`config.mk`:
```
export PLATFORM = sky130hd
export DESIGN_NAME = adder_32
export DESIGN_NICKNAME = d
export VERILOG_FILES = /design/src/rtl/alu_pkg.sv /design/src/rtl/cla4.sv /design/src/rtl/adder_32.sv
export SDC_FILE = /design/constraint.sdc
export NUM_CORES = 1
export LEC_CHECK = 0
export ABC_AREA = 1
export BUFFER_PORTS_ARGS = -buffer_cell sky130_fd_sc_hd__buf_2
export CORE_MARGIN = 2
export CORE_UTILIZATION = 51
export DETAILED_ROUTE_END_ITERATION = 8
export PLACE_DENSITY = 0.87
export SLEW_MARGIN = 30
export SYNTH_ARGS = -nofsm -noshare
export SYNTH_HDL_FRONTEND = slang
export SYNTH_SLANG_ARGS = --single-unit
```
`constraint.sdc`:
```
create_clock -name clk -period 5.08 [get_ports clk]
set_input_delay 0.254 -clock clk [delete_from_list [all_inputs] [get_ports clk]]
set_output_delay 0.254 -clock clk [all_outputs]
set_load 0.005 [all_outputs]
```
`src/rtl/alu_pkg.sv`:
```
`default_nettype none
// +----------------------------------------------------------------------+
// | Module : alu_pkg                                                     |
// | Desc   : Shared widths and data type for the vcpu1 ALU datapath.     |
// | Rev    : 1.0                                                         |
// +----------------------------------------------------------------------+
package alu_pkg;
  localparam int ALU_DATA_W  = 32;
  localparam int CLA_GROUP_W = 4;

  typedef logic [ALU_DATA_W-1:0] alu_word_t;
endpackage
`default_nettype wire

```
`src/rtl/cla4.sv`:
```
`default_nettype none
// +----------------------------------------------------------------------+
// | Module : cla4                                                        |
// | Desc   : 4-bit carry-lookahead group with group propagate/generate.  |
// | Rev    : 1.0                                                         |
// +----------------------------------------------------------------------+
module cla4
  import alu_pkg::*;
(
  input  logic [CLA_GROUP_W-1:0] a,
  input  logic [CLA_GROUP_W-1:0] b,
  input  logic                   cin,
  output logic [CLA_GROUP_W-1:0] sum,
  output logic                   pg,
  output logic                   gg
);

  logic [CLA_GROUP_W-1:0] w_p;
  logic [CLA_GROUP_W-1:0] w_g;
  logic [CLA_GROUP_W-1:0] w_c;

  assign w_p = a ^ b;
  assign w_g = a & b;

  // Every internal carry is a flat sum of products of cin and the bit p/g terms.
  assign w_c[0] = cin;
  assign w_c[1] = w_g[0] | (w_p[0] & cin);
  assign w_c[2] = w_g[1] | (w_p[1] & w_g[0]) | (w_p[1] & w_p[0] & cin);
  assign w_c[3] = w_g[2] | (w_p[2] & w_g[1]) | (w_p[2] & w_p[1] & w_g[0])
                | (w_p[2] & w_p[1] & w_p[0] & cin);

  assign sum = w_p ^ w_c;
  assign pg  = &w_p;
  assign gg  = w_g[3] | (w_p[3] & w_g[2]) | (w_p[3] & w_p[2] & w_g[1])
             | (w_p[3] & w_p[2] & w_p[1] & w_g[0]);

endmodule
`default_nettype wire

```
`src/rtl/adder_32.sv`:
```
`default_nettype none
// +----------------------------------------------------------------------+
// | Module : adder_32                                                    |
// | Desc   : Two-level CLA adder with combinational and registered       |
// |          sum/overflow. ADDER_CARRY_OUT_EN exposes the final carry.   |
// | Rev    : 1.0                                                         |
// +----------------------------------------------------------------------+
module adder_32
  import alu_pkg::*;
#(
  parameter int WIDTH = ALU_DATA_W
) (
  input  logic             clk,
  input  logic             rst_n,
  input  logic [WIDTH-1:0] a,
  input  logic [WIDTH-1:0] b,
  input  logic             in_valid,
  output logic [WIDTH-1:0] s,
  output logic             overflow,
  output logic [WIDTH-1:0] s_q,
  output logic             overflow_q,
`ifdef ADDER_CARRY_OUT_EN
  output logic             carry_out,
  output logic             carry_out_q,
`endif
  output logic             out_valid
);

  localparam int c_groups = WIDTH / CLA_GROUP_W;

  logic [c_groups-1:0] w_gp;
  logic [c_groups-1:0] w_gg;
  logic [c_groups:0]   w_gcarry;
  logic                w_term;
  alu_word_t           w_sum;
  logic                w_ovf;

  genvar gi;
  generate
    for (gi = 0; gi < c_groups; gi++) begin : g_cla
      cla4 u_cla4 (
        .a   (a[gi*CLA_GROUP_W +: CLA_GROUP_W]),
        .b   (b[gi*CLA_GROUP_W +: CLA_GROUP_W]),
        .cin (w_gcarry[gi]),
        .sum (w_sum[gi*CLA_GROUP_W +: CLA_GROUP_W]),
        .pg  (w_gp[gi]),
        .gg  (w_gg[gi])
      );
    end
  endgenerate

  // Second lookahead level: each group carry is expanded into its own
  // sum of products so no carry depends on the previous group's carry.
  always_comb begin
    w_gcarry = '0;
    w_term   = 1'b0;
    for (int i = 1; i <= c_groups; i++) begin
      for (int j = 0; j < i; j++) begin
        w_term = w_gg[j];
        for (int k = j + 1; k < i; k++) begin
          w_term = w_term & w_gp[k];
        end
        w_gcarry[i] = w_gcarry[i] | w_term;
      end
    end
  end

  assign w_ovf    = (a[WIDTH-1] == b[WIDTH-1]) && (w_sum[WIDTH-1] != a[WIDTH-1]);
  assign s        = w_sum;
  assign overflow = w_ovf;

  logic [WIDTH-1:0] r_s_q;
  logic             r_overflow_q;
  logic             r_out_valid;

  always_ff @(posedge clk or negedge rst_n) begin
    if (!rst_n) begin
      r_s_q        <= '0;
      r_overflow_q <= 1'b0;
      r_out_valid  <= 1'b0;
    end else begin
      r_out_valid <= in_valid;
      if (in_valid) begin
        r_s_q        <= w_sum;
        r_overflow_q <= w_ovf;
      end
    end
  end

  assign s_q        = r_s_q;
  assign overflow_q = r_overflow_q;
  assign out_valid  = r_out_valid;

`ifdef ADDER_CARRY_OUT_EN
  logic r_carry_out_q;

  always_ff @(posedge clk or negedge rst_n) begin
    if (!rst_n) begin
      r_carry_out_q <= 1'b0;
    end else if (in_valid) begin
      r_carry_out_q <= w_gcarry[c_groups];
    end
  end

  assign carry_out   = w_gcarry[c_groups];
  assign carry_out_q = r_carry_out_q;
`else
  logic w_unused_carry;
  assign w_unused_carry = w_gcarry[c_groups];
`endif

endmodule
`default_nettype wire

```
==> out/qor.txt, run 1 <==
Area Growth Syn to Fin: 30.3%
R2r setup slk: 4.40 ns
RSZ-0062 raised after global routing: no
First-pass GRT wire length: 11,500 µm
Vias in the first global route: 2,692
IO Pins: 134
Routed len/inst: 12.4 µm
Num CTS Buffers: 5
Port Buffers: 133
Row Count: 26
Synth warn: 0
Syn nets: 448
Rel. slew slack: 47.5%
#FFs+latches synth: 34
Reg2Reg Depth: 2
Post-synth EDFFs: 0
Largest net degree at the start of global routing: 36
DRT iter0 DRCs: 85
Seq/Total Area, Yosys: 31.1%
Post-synthesis cell area: 2740 µm²
Peak VDD IR: 0.143 mV
Total Nets Final: 581
R2R Path End: s_q[26]$_DFFE_PN0P_
Post-route DRC: 0
Placed cell count: 538
Critical R2R Launch: s_q[26]$_DFFE_PN0P_
All-Layer GR Usage: 23.4%
CTS root buffer: clkbuf_8
H-tree levels: 2
Critical path's slowest cell: fa_1
Worst EP required: 4.83 ns
# hold bufs at CTS: 0
CP Class: in -> out
Die W: 77.3 µm
Post-synthesis average cell area: 8.01 µm²
Setup-failing EPs final: 0
RD Place Congestion: 0.835
Crit-path max cell delay: 0.39 ns
Drt pass-1 iters: 4
Hold Vio Cnt, Final: 0
Most common cell type on the critical path: nand2_2
Status: complete, no violations
Max Root-Sink Buffers: 2
Max Slew Vio Count: 0
Initial antenna violation count: 0
Clk sinks: 34
PwrDens: 276 nW/µm²
Die ar.: 5970 µm²
Worst Path Max Fanout: 3
DR vias/cell: 4.95
Starting density of the core: 53.3%
Dpl cell area: 3460 µm²
Post CTS Setup Buffer Count: 0
Clock skew: 0 ns
Slew @ Worst Pin: 0.788 ns
CTS resizes: 0
LEAKAGE: 2.08 nW
Fin crit share: 53.2%
DR vias: 2,700
Post-route insts no fill: 546
Top cells by area, synth: dfrtp_1 31%, nand2_1 18%, ha_1 14%
Number of diodes: 0
Core footprint: 5140 µm²
Clock transition at path regs: 0.07 ns
Die height: 77.3 µm
Final core occ: 69.4%
Gr ovfl total: 0
Critical path, cell by cell: buf_2, ha_1, or2_0, nand2_1, nand2_2, nand4_1, nand4_2, nand2_2, nand2_4, nand2_2, nand2_2, fa_1, xor2_1, buf_2
Max Cap Viol: 0
Crit path DAT: 2.45 ns
Period minus WS final: 2.70 ns
Area leader, netlist: dfrtp_1
Final ANT Viol Nets: 0
CTS tree: built
Critical path endpoint category: output port
Final WL: 6790 µm
Sum Neg Setup Slack: 0 ns
Syn Inst Count: 342
Count of cell types in the netlist: 36
Ys flop type: dfrtp_1
Clock Latency Late Sink: 0.28 ns
Worst min path class: in -> async
Top-area cell type share of the netlist area: 31.1%
CP Launch Type: input pin
Share of cells above drive strength 1: 35.3%
Design area: 3570 µm²
FMAX: 370 MHz
Detailed placer's ending HPWL: 5490 µm
Async set-or-reset flop fraction in the synthesized netlist: 100%
-- layout by cell type (no fill, tap or decap), types with 2 or more instances in the layout --
master	synthesis	final
dfrtp_1	34	34
buf_2	1	133
inv_1	22	21
nand3_2	5	5
o21bai_1	2	2
clkinv_2	0	2
xnor2_1	4	4
clkbuf_8	0	5
ha_1	31	31
nand2_4	2	2
inv_2	1	2
o21ai_0	2	2
nand2_1	129	129
nor2_1	17	17
and2_1	5	5
nand2_2	8	8
a21oi_1	12	12
nand3_1	20	20
fa_1	8	8
nand4_1	4	4
a21oi_2	2	2
xor2_1	13	13
-- registers in the layout (all words and copies together) (netlist names) --
signal and count:
s_q 32, overflow_q 1, out_valid 1
-- worst max-delay path, delay by kind of cell --
| family | cells | cell delay [ns] |
|---|---|---|
| buffers and inverters | 2 | 0.26 |
| AND/OR/NAND/NOR | 9 | 1.00 |
| adder cells (fa/ha/maj) | 2 | 0.71 |
| XOR/XNOR | 1 | 0.22 |
-- area by class of cell --
| type | count | area (µm²) |
|---|---|---|
| Clock buffer | 5 | 68.8 |
| Timing Repair Buffer | 133 | 666 |
| Clock inverter | 3 | 40.0 |
| Inverter | 23 | 86.3 |
| Multi-Input combinational cell | 278 | 1770 |
| Sequential cell | 34 | 851 |
| Fill cell | 462 | 1570 |
| Tap cell | 70 | 87.6 |
-- cell usage after synthesis (2+ instances only) --
cell type and instances:
nand2_1 129, dfrtp_1 34, ha_1 31, inv_1 22, nand3_1 20, nor2_1 17
xor2_1 13, a21oi_1 12, fa_1 8, nand2_2 8, and2_1 5, clkbuf_1 5
nand3_2 5, nand4_1 4, xnor2_1 4, a21oi_2 2, nand2_4 2, o21ai_0 2
o21bai_1 2
-- logic make-up (layout without fill, tap and decap cells) --
family | Yosys count | after routing | share of synthesized area (%)
flops | 34 | 34 | 31.1
buf+inv | 30 | 164 | 4.29
compound gates | 22 | 22 | 4.84
fa+ha+maj | 39 | 39 | 20.0
xor+xnor | 18 | 18 | 6.03
simple gates | 199 | 199 | 33.8
-- power breakdown --
part / internal (mW) / switching, mW / total (mW)
combinational: 0.178 / 0.216 / 0.395
sequential: 0.320 / 0.0266 / 0.347
clock: 0.144 / 0.0986 / 0.243
-- routing by layer --
metal / GRT usage [%] / wire (µm) / vias to the layer above
li1: - / - / 1373
met1: 28.4 / 2980 / 1229
met2: 41.4 / 3340 / 84
met3: 3.53 / 314 / 14
met4: 9.11 / 153 / 0
met5: 0 / 0 / -
-- worst max-delay path by stage --
stage	start	endpoint	slack (ns)	cells past startpoint
final	a[3]	s[25]	2.38	14
after CTS	a[3]	s[25]	2.37	14
after global routing	a[25]	s[29]	2.17	11
after floorplan	a[3]	s[25]	2.81	12
after detailed placement	a[3]	s[25]	2.37	14
after global placement	a[3]	s[29]	2.44	14
-- metrics by stage --
step	hold WS, ns	setup slack [ns]	power (mW)
after global placement	0.370	2.44	0.732
after global routing	0.107	2.17	1.05
after floorplan	-0.0416	2.81	0.566
after detailed placement	0.365	2.37	0.745
final	0.0496	2.38	0.984
after CTS	0.0607	2.37	0.989
(Power assumes the default switching activity.)
==> run 2, diff against run 1 <==
CORE_UTILIZATION = 47   (was 51)
PLACE_DENSITY = 0.81   (was 0.87)
clock period = 2.8 ns   (was 5.08 ns; I/O delays follow)
==> run 2 against run 1 <==
Against the previous run:
- die area is 8.1% higher
- count of clock-buffer cells in the layout stayed put
- largest cell class unchanged
- non-clock buffer count is 2 higher
- global-route usage is 2.1 points lower
- wire length is 1.7% lower
- design area is 0.56% higher
- clock power is 81% higher
- worst hold slack better by 0.18 ns
- via count is 0.48% lower
- setup slack worse by 2.0 ns
- sequential power is 82% higher
- total power is 81% higher
==> out/qor.txt, run 2 (same netlist as run 1, synthesis figures left out) <==
Fillers: 483 (was 462)
DRT iter0 DRCs: 74 (was 85)
Drt pass-1 iters: 4 (unchanged)
Fin Hold WS: 0.233 ns (was 0.0496 ns)
Period minus WS final: 2.45 ns
Critical path, cell by cell: buf_2, ha_1, a21oi_1, nor2_1, nor2_1, nor2_1, nor2_1, nand4_4, fa_1, xor2_1, buf_2 (was buf_2, ha_1, or2_0, nand2_1, nand2_2, nand4_1, nand4_2, nand2_2, nand2_4, nand2_2, nand2_2, fa_1, xor2_1, buf_2)
CTS root buffer: clkbuf_8 (unchanged)
DR vias/cell: 4.89 (was 4.95)
Hold Vio Cnt, Final: 0 (unchanged)
Share of cells above drive strength 1: 35.1% (was 35.3%)
Post-route insts no fill: 550 (was 546)
Post CTS Setup Buffer Count: 0 (unchanged)
Vias in the first global route: 2,547 (was 2,692)
Setup-failing EPs final: 0 (unchanged)
Max Slew Vio Count: 0 (unchanged)
Sum Neg Setup Slack: 0 ns (unchanged)
Max reg flops: 32 (unchanged)
Total Nets Final: 583 (was 581)
Hold Crit Start: b[0]
Most frequent cells in the layout: 133 x buf_2, 129 x nand2_1, 34 x dfrtp_1 (unchanged)
Gr ovfl total: 0 (unchanged)
Initial antenna violation count: 0 (unchanged)
RD Place Congestion: 0.786 (was 0.835)
Core footprint: 5570 µm² (was 5140 µm²)
Fin crit share: 87.4%
Max Cap Viol: 0 (unchanged)
Max Root-Sink Buffers: 2 (unchanged)
CP Class: in -> out (unchanged)
Clock skew: 0 ns (unchanged)
FMAX: 409 MHz
Worst EP required: 2.66 ns (was 4.83 ns)
Rel. slew slack: 39.7% (was 47.5%)
Num CTS Buffers: 5 (unchanged)
CP startpoint: a[25] (was a[3])
Clock transition at path regs: 0.06 ns (was 0.07 ns)
Critical path's slowest cell: fa_1 (unchanged)
Worst Path Max Fanout: 4 (was 3)
Die W: 80.3 µm (was 77.3 µm)
Clock Latency Late Sink: 0.28 ns (about the same)
Worst min path class: in -> reg (was in -> async)
Die height: 80.3 µm (was 77.3 µm)
Row Count: 27 (was 26)
IO Pins: 134 (unchanged)
Largest net degree at the start of global routing: 35 (was 36)
Critical path endpoint category: output port (unchanged)
CTS tree: built (unchanged)
Peak VDD IR: 0.263 mV (was 0.143 mV)
Commonest non-fill, non-tap cell in the layout: buf_2 (unchanged)
Detailed placer's ending HPWL: 5530 µm (was 5490 µm)
RSZ-0062 raised after global routing: no (unchanged)
Status: complete, no violations (unchanged)
Clk sinks: 34 (unchanged)
Area Growth Syn to Fin: 31.1% (was 30.3%)
PwrDens: 496 nW/µm² (was 276 nW/µm²)
R2r setup slk: 2.11 ns (was 4.40 ns)
Post-route DRC: 0 (unchanged)
Critical R2R Launch: s_q[4]$_DFFE_PN0P_ (was s_q[26]$_DFFE_PN0P_)
Number of diodes: 0 (unchanged)
Most common cell type on the critical path: nor2_1 (was nand2_2)
Placed cell count: 541 (was 538)
Final core occ: 64.4% (was 69.4%)
Slew @ Worst Pin: 0.899 ns (was 0.788 ns)
Port Buffers: 133 (unchanged)
CP Launch Type: input pin (unchanged)
Routed len/inst: 12.1 µm (was 12.4 µm)
Starting density of the core: 49.1% (was 53.3%)
Design area: 3590 µm² (was 3570 µm²)
Final ANT Viol Nets: 0 (unchanged)
All-Layer GR Usage: 21.3% (was 23.4%)
Die ar.: 6450 µm² (was 5970 µm²)
First-pass GRT wire length: 11,000 µm (was 11,500 µm)
Final WL: 6670 µm (was 6790 µm)
DR vias: 2,687 (was 2,700)
Crit path DAT: 2.31 ns (was 2.45 ns)
Crit-path max cell delay: 0.42 ns (was 0.39 ns)
Dpl cell area: 3470 µm² (was 3460 µm²)
H-tree levels: 2 (unchanged)
LEAKAGE: 2.09 nW (was 2.08 nW)
-- run 2: cell count changes in the layout (fill, tap and decap cells not counted), sizes merged --
cell,previous run,this run
dlygate4sd3,0,1
clkinv,2,3
buf,133,134
inv,23,22
-- run 2: through the flow --
stage	setup WS, ns	total power [mW]
after floorplan	0.713	1.03
after global placement	0.381	1.34
after detailed placement	0.326	1.35
after CTS	0.327	1.80
after global routing	0.159	1.92
final	0.353	1.78
-- run 2: layout make-up --
| class | count | area [µm²] | area share, % |
|---|---|---|---|
| multi-input combinational | 278 | 1770 | 49.3 |
| sequential | 34 | 851 | 23.7 |
| timing repair buffer | 135 | 683 | 19.0 |
| tap | 72 | 90.1 | 2.51 |
| inverter | 23 | 86.3 | 2.41 |
| clock buffer | 5 | 68.8 | 1.92 |
| clock inverter | 3 | 40.0 | 1.12 |
-- run 2: repair_timing --
item	in CTS	in global routing
hold buffers	1	0
endpoints found under the hold margin	34	0
resized for setup	0	0
setup endpoints to repair	0	0
-- run 2: power by group --
part           switching [mW]  internal, mW
Sequential             0.0489         0.581
Combinational           0.385         0.326
Clock                   0.177         0.262
Total                   0.611          1.17
-- run 2: path summary, 6_finish.rpt --
check,endpoint,depth (start not counted)
min reg2reg,s_q[1]$_DFFE_PN0P_,2
max,s[29],11
max reg2reg,s_q[4]$_DFFE_PN0P_,2
min in group asynchronous,s_q[29]$_DFFE_PN0P_,2
min,s_q[0]$_DFFE_PN0P_,4
max in group asynchronous,s_q[26]$_DFFE_PN0P_,2
-- run 2: layer usage --
layer / track usage (%) / up-vias / wire (µm)
met1: 27.3 / 1223 / 2930
met3: 3.03 / 8 / 369
met5: 0 / - / 0
met2: 36.5 / 82 / 3290
li1: - / 1374 / -
met4: 7.29 / 0 / 85
-- run 2: critical path: cells and delay by family --
family	cells	cell delay (ns)
adders and majority gates	2	0.76
xor gates and xnor gates	1	0.18
AOI/OAI and AO/OA	1	0.28
and+or+nand+nor	5	0.70
buffers and inverters	2	0.24
